$ cat config.mk
export PLATFORM = sky130hd
export DESIGN_NAME = end_screen_fade_ctrl
export DESIGN_NICKNAME = d
export VERILOG_FILES = /design/src/rtl/end_screen_fade_ctrl.sv
export SDC_FILE = /design/constraint.sdc
export NUM_CORES = 1
export LEC_CHECK = 0
export CORE_UTILIZATION = 50
export CTS_CLUSTER_SIZE = 28
export DETAILED_ROUTE_END_ITERATION = 10
export PLACE_DENSITY_LB_ADDON = 0.08
export SKIP_CTS_REPAIR_TIMING = 1
export SLEW_MARGIN = 5
export SYNTH_ARGS = -nofsm -noshare
export SYNTH_HDL_FRONTEND = slang
export SYNTH_SLANG_ARGS = --single-unit
$ cat constraint.sdc
create_clock -name Clk -period 4.1 [get_ports Clk]
set_input_delay 0.41 -clock Clk [delete_from_list [all_inputs] [get_ports Clk]]
set_output_delay 0.41 -clock Clk [all_outputs]
set_load 0.01 [all_outputs]
$ cat src/rtl/end_screen_fade_ctrl.sv
// -----------------------------------------------------------------------------
// end_screen_fade_ctrl
//
// Drives the end-screen palette path and fades it in and out. The sprite
// pixel index goes straight to the 16-entry palette ROM. The returned 4-bit
// RGB is scaled by a brightness level (0..16) that steps once every
// FRAMES_PER_STEP frame ticks. The sequence is fade-in, then hold at full
// brightness for HOLD_FRAMES ticks, then fade-out. A one-cycle done pulse
// tells the game-state FSM that the sequence has finished.
//
// Ports
//   Clk, Reset_n           pixel clock, asynchronous active-low reset
//   start                  one-cycle request to begin the sequence (IDLE only)
//   skip                   one-cycle request to jump the current phase to its end
//   vsync                  VGA vertical sync; a rising edge is one frame tick
//   blank                  1 = active video, 0 = blanking (colour forced to 0)
//   pix_index              palette index from the sprite ROM
//   pal_index              index to the palette ROM (combinational copy)
//   pal_red/green/blue     combinational palette ROM output
//   red/green/blue         scaled colour, registered (1 cycle after pix_index)
//   level                  current brightness, 0..16
//   busy                   high in FADE_IN, HOLD and FADE_OUT
//   done                   one-cycle pulse at the end of the sequence
// -----------------------------------------------------------------------------
module end_screen_fade_ctrl #(
    parameter int FRAMES_PER_STEP = 2,
    parameter int HOLD_FRAMES     = 120
) (
    input  logic       Clk,
    input  logic       Reset_n,
    input  logic       start,
    input  logic       skip,
    input  logic       vsync,
    input  logic       blank,
    input  logic [3:0] pix_index,
    output logic [3:0] pal_index,
    input  logic [3:0] pal_red,
    input  logic [3:0] pal_green,
    input  logic [3:0] pal_blue,
    output logic [3:0] red,
    output logic [3:0] green,
    output logic [3:0] blue,
    output logic [4:0] level,
    output logic       busy,
    output logic       done
);

    // Counters hold at most TERMINAL-1, so size them for that value.
    localparam int SW = (FRAMES_PER_STEP > 1) ? $clog2(FRAMES_PER_STEP) : 1;
    localparam int HW = (HOLD_FRAMES > 1)     ? $clog2(HOLD_FRAMES)     : 1;

    localparam logic [SW-1:0] STEP_LAST = SW'(FRAMES_PER_STEP - 1);
    localparam logic [HW-1:0] HOLD_LAST = HW'(HOLD_FRAMES - 1);

    typedef enum logic [2:0] {
        IDLE,
        FADE_IN,
        HOLD,
        FADE_OUT,
        DONE
    } state_t;

    state_t        state, state_n;
    logic [4:0]    level_n;
    logic [SW-1:0] step_cnt, step_cnt_n;
    logic [HW-1:0] hold_cnt, hold_cnt_n;
    logic          vsync_q;
    logic          tick_en;   // low for the first cycle after reset
    logic          tick;
    logic          step_evt;

    // The palette lookup is purely combinational. The colour register below
    // provides the single cycle of latency.
    assign pal_index = pix_index;

    // tick_en keeps a vsync that is already high at reset release from
    // looking like a rising edge against the cleared vsync_q.
    assign tick     = vsync & ~vsync_q & tick_en;
    assign step_evt = tick && (step_cnt == STEP_LAST);

    // floor(c * level / 16). The product is at most 15 * 16 = 240.
    function automatic logic [3:0] scale(input logic [3:0] c, input logic [4:0] lvl);
        logic [8:0] prod;
        prod = {5'd0, c} * {4'd0, lvl};
        return 4'(prod >> 4);
    endfunction

    // Next-state logic. Skip is tested before tick/step so it always wins.
    always_comb begin
        // NOTE: every output of this block gets a default first; a path that
        // leaves one unassigned would infer a latch.
        state_n    = state;
        level_n    = level;
        step_cnt_n = step_cnt;
        hold_cnt_n = hold_cnt;

        unique case (state)
            IDLE: begin
                level_n = 5'd0;
                if (start) state_n = FADE_IN;
            end
            FADE_IN: begin
                if (skip) begin
                    level_n = 5'd16;
                    state_n = HOLD;
                end else if (tick) begin
                    step_cnt_n = step_evt ? '0 : step_cnt + SW'(1);
                    if (step_evt) begin
                        level_n = level + 5'd1;
                        if (level == 5'd15) state_n = HOLD;
                    end
                end
            end
            HOLD: begin
                if (skip) begin
                    state_n = FADE_OUT;
                end else if (tick) begin
                    if (hold_cnt == HOLD_LAST) state_n = FADE_OUT;
                    else                       hold_cnt_n = hold_cnt + HW'(1);
                end
            end
            FADE_OUT: begin
                if (skip) begin
                    level_n = 5'd0;
                    state_n = DONE;
                end else if (tick) begin
                    step_cnt_n = step_evt ? '0 : step_cnt + SW'(1);
                    if (step_evt) begin
                        level_n = level - 5'd1;
                        if (level == 5'd1) state_n = DONE;
                    end
                end
            end
            DONE: begin
                level_n = 5'd0;
                state_n = IDLE;
            end
            default: begin
                level_n = 5'd0;
                state_n = IDLE;
            end
        endcase

        // Each phase starts counting from zero.
        if (state_n != state) begin
            step_cnt_n = '0;
            hold_cnt_n = '0;
        end
    end

    // State, counters and registered status outputs.
    always_ff @(posedge Clk or negedge Reset_n) begin
        // NOTE: sequential state uses non-blocking assignments only, so every
        // register samples the pre-edge values regardless of statement order.
        if (!Reset_n) begin
            state    <= IDLE;
            level    <= 5'd0;
            step_cnt <= '0;
            hold_cnt <= '0;
            vsync_q  <= 1'b0;
            tick_en  <= 1'b0;
            busy     <= 1'b0;
            done     <= 1'b0;
            red      <= 4'd0;
            green    <= 4'd0;
            blue     <= 4'd0;
        end else begin
            state    <= state_n;
            level    <= level_n;
            step_cnt <= step_cnt_n;
            hold_cnt <= hold_cnt_n;
            vsync_q  <= vsync;
            tick_en  <= 1'b1;
            busy     <= (state_n == FADE_IN) || (state_n == HOLD) || (state_n == FADE_OUT);
            done     <= (state_n == DONE);
            // Colour uses the level of the same cycle as pix_index.
            red      <= blank ? scale(pal_red,   level) : 4'd0;
            green    <= blank ? scale(pal_green, level) : 4'd0;
            blue     <= blank ? scale(pal_blue,  level) : 4'd0;
        end
    end

endmodule

==> flow_summary.toml <==
[outcome]
outcome = "complete, no violations"

[drt]
total_length_of_routed_wires_mm = 6.37
antenna_violating_nets_post_route = 0
post_drt_wl_per_cell_um = 14.4
via_per_inst = 5.52
drcViolationCount = 0
route.vias.total = 2442
detailedRoute.firstPassIterationCount = 4
drt_first_iter_violations = 67

[power]
portion_of_total_power_attributed_to_sequential_cells = 0.326
vdd_drop_max_mv = 0.253
p_sw_uw = 655
p_comb_frac = 0.501
internal_power_uw = 870
power.switching_fraction = 0.430
clkPwrFrac = 0.173
static-leakage-power_nw = 1.56
power_per_cell_area_mw_per_mm2 = 438
post-layout-total-power_mw = 1.52

[job]
maxCapViolCount = 0

[global_routing]
wire_length_of_the_first_global_routing_pass_mm = 10.8
grt_antenna_before_repair = 0
grt_start_max_net_pins = 33
global_route.overflow_total = 0
grt_use_total = 0.221
grt_pass1_vias = 2308

[synthesis]
synth_async_sr_flop_share = 1.00
netlist_instances = 340
synthMuxAreaShare = 0.00710
netlist_area_mm2 = 0.00300
number_of_flops_mapped_to_enable_cells_by_yosys = 0
ys_seq_elements = 32
synth.cells.most_frequent = "sky130_fd_sc_hd__nand2_1, sky130_fd_sc_hd__inv_1, sky130_fd_sc_hd__dfrtp_1, sky130_fd_sc_hd__ha_1, sky130_fd_sc_hd__and2_1"
synth_fa_ha_area_frac = 0.234
synth_fp_nets = 409
synth.top_cell.area_share = 0.267
synthSimpleGateAreaFrac = 0.228
synthDominantAreaCellType = "sky130_fd_sc_hd__dfrtp_1"
netlist_top_cells_area = "sky130_fd_sc_hd__dfrtp_1, sky130_fd_sc_hd__ha_1, sky130_fd_sc_hd__fa_1"
synth_xor_xnor_area_share = 0.0351
synth.avg_cell_area_um2 = 8.81
synth_cell_types = 55
ys.warnings.count = 0
fraction_of_the_mapped_netlist_area_in_compound_gates = 0.148
synth_seq_area_share = 0.267
combinational_family_with_the_most_area_after_synthesis = "adder cells"
yosysMostFrequentCell = "sky130_fd_sc_hd__nand2_1"
synthFlopType = "sky130_fd_sc_hd__dfrtp_1"

[floorplanning]
fp.coreArea_mm2 = 0.00564
fp-row-count = 27
die_area_mm2 = 0.00630
floorplan.io_pins = 45
floorplan.initialDensity = 0.531
die_width_um = 79.4
floorplan.die.height_um = 79.4

[place]
numPortBuffers = 36
gp_routability_congestion = 0.822
dp_hpwl_mm = 4.98

[min_path]
hold_path.class = "in2async"

[layout]
number_of_nets_in_the_final_layout = 438
core_occupancy_in_the_finished_layout = 0.617
diodes = 0
multiInputGateArea_mm2 = 0.00196
areaGrowthSynthToFinish_pct = 16.2
seqCellArea_um2 = 801
share_of_post_route_cells_with_drive_strength_above_1 = 0.0676
final.fill_count = 514

[timing]
timing.max_slew.rel_slack = 0.437
final-hold-violation-count = 0
clock-skew-final_ps = 2.67
setup_viol_count_final = 0
period_share = 0.825
timing.final.max_slew_violations = 0
worst_slew_pin_slew_ps = 843
layout_min_cycle_time_ps = 3380
timing.setup.tns_ps = 0
grt_setup_unrepaired = "no"
fmax_mhz = 296

[worst_setup_path]
critical_path_class = "reg2reg"
setup.worst_path.end_class = "register"
timing.critical_path.cells = "and2_1 > fa_1 > inv_1 > fa_1 > inv_1 > ha_1 > nand4_1 > o2111ai_1 > a2111oi_0 > o21bai_1"
slowest_stage_cell_on_the_critical_path = "sky130_fd_sc_hd__dfrtp_1"
path_delay_family = "adder cells"
critPathLaunchType = "register"
critical_path_peak_fanout = 17
cp_num_buf_inv = 2
crit_path_max_incr_delay_ps = 600
critical_path_required_ps = 4320
cp_data_arrival_time_ps = 3600

[cts]
clock_tree.root_cell = "sky130_fd_sc_hd__clkbuf_8"
numCtsBuffers = 5
tritoncts = "yes"
clock_path_buffers = 2
cts.htree.levels = 2
clk_latency_ps = 290
tritoncts_num_sinks = 32
clk_pin_slew_worst_paths_ps = 70
[metal layers]
metal,global-route usage,up-vias,wire length [um]
li1,-,1227,-
met1,0.288,1168,2980
met2,0.376,43,3120
met3,0.0400,4,212
met4,0.0582,0,52
met5,0,-,0
[layout by cell type (no fill, tap or decap), drive strengths merged, types with 2 or more instances in the layout]
cell and count:
a21oi 7, clkinvlp 2, nand4 6, nand4b 2
nand2b 2, o211ai 5, o41ai 2, or3 3
fa 15, or2 5, o2111ai 3, clkdlybuf4s50 36
inv 39, nand3 8, nor3 10, nor2 12
o2bb2ai 2, o21bai 6, dfrtp 32, clkbuf 6
nand2 43, buf 4, or3b 2, nor4 2
a31oi 5, o21ai 8, nor2b 2, xnor2 11
or4b 3, ha 32, a221oi 5, and2 24
a211oi 5, a2111oi 4
[kinds of logic after synthesis]
group	Yosys count
multiplexers	2
XOR/XNOR	12
adder cells (fa/ha/maj)	47
buffers and inverters	57
AND/OR/NAND/NOR	129
flip-flops	32
AO/OA/AOI/OAI	60
other	1
[per-stage QoR]
stage	instance area, um^2	cells	hold slack [ps]	setup slack (ps)
2_1_floorplan	3000	340	114	889
3_3_place_gp	3380	434	503	650
3_5_place_dp	3380	434	510	464
4_1_cts	3480	442	520	706
5_1_grt	3480	442	551	499
6_report	3480	442	508	719
[area by class of cell]
type | count | area share
well taps | 72 | 0.0259
repair buffers | 40 | 0.112
multi-input cells | 251 | 0.562
inverters | 39 | 0.0420
flip-flops and latches | 32 | 0.230
clock buffers | 6 | 0.0237
clock inverters | 2 | 0.00431
[flip-flops by register name (all words and copies together), names as in the netlist]
| name | flops |
|---|---|
| hold_cnt | 7 |
| level | 5 |
| blue | 4 |
| green | 4 |
| red | 4 |
| state | 3 |
| busy | 1 |
| done | 1 |
| step_cnt | 1 |
| tick_en | 1 |
| vsync_q | 1 |
[path summary, 6_finish.rpt]
kind | start | to | slack (ps) | depth (start not counted)
worst max-delay path | level[1] | blue[3] | 720 | 10
worst min register to register | step_cnt | step_cnt | 520 | 1
worst min-delay path | Reset_n | hold_cnt[2] | 510 | 2
max in group asynchronous | Reset_n | level[1] | 3300 | 2
worst max register to register | level[1] | blue[3] | 720 | 10
min in group Clk | step_cnt | step_cnt | 520 | 1
[power by group through the flow]
| stage | sequential [mW] | combinational (mW) | clock, mW |
|---|---|---|---|
| final | 0.497 | 0.764 | 0.264 |
| after global routing | 0.513 | 0.866 | 0.287 |
| after CTS | 0.498 | 0.770 | 0.271 |
| after detailed placement | 0.505 | 0.766 | 0 |
| after global placement | 0.503 | 0.735 | 0 |
| after floorplan | 0.442 | 0.572 | 0 |
No activity file was read; power rests on OpenSTA's default activity.
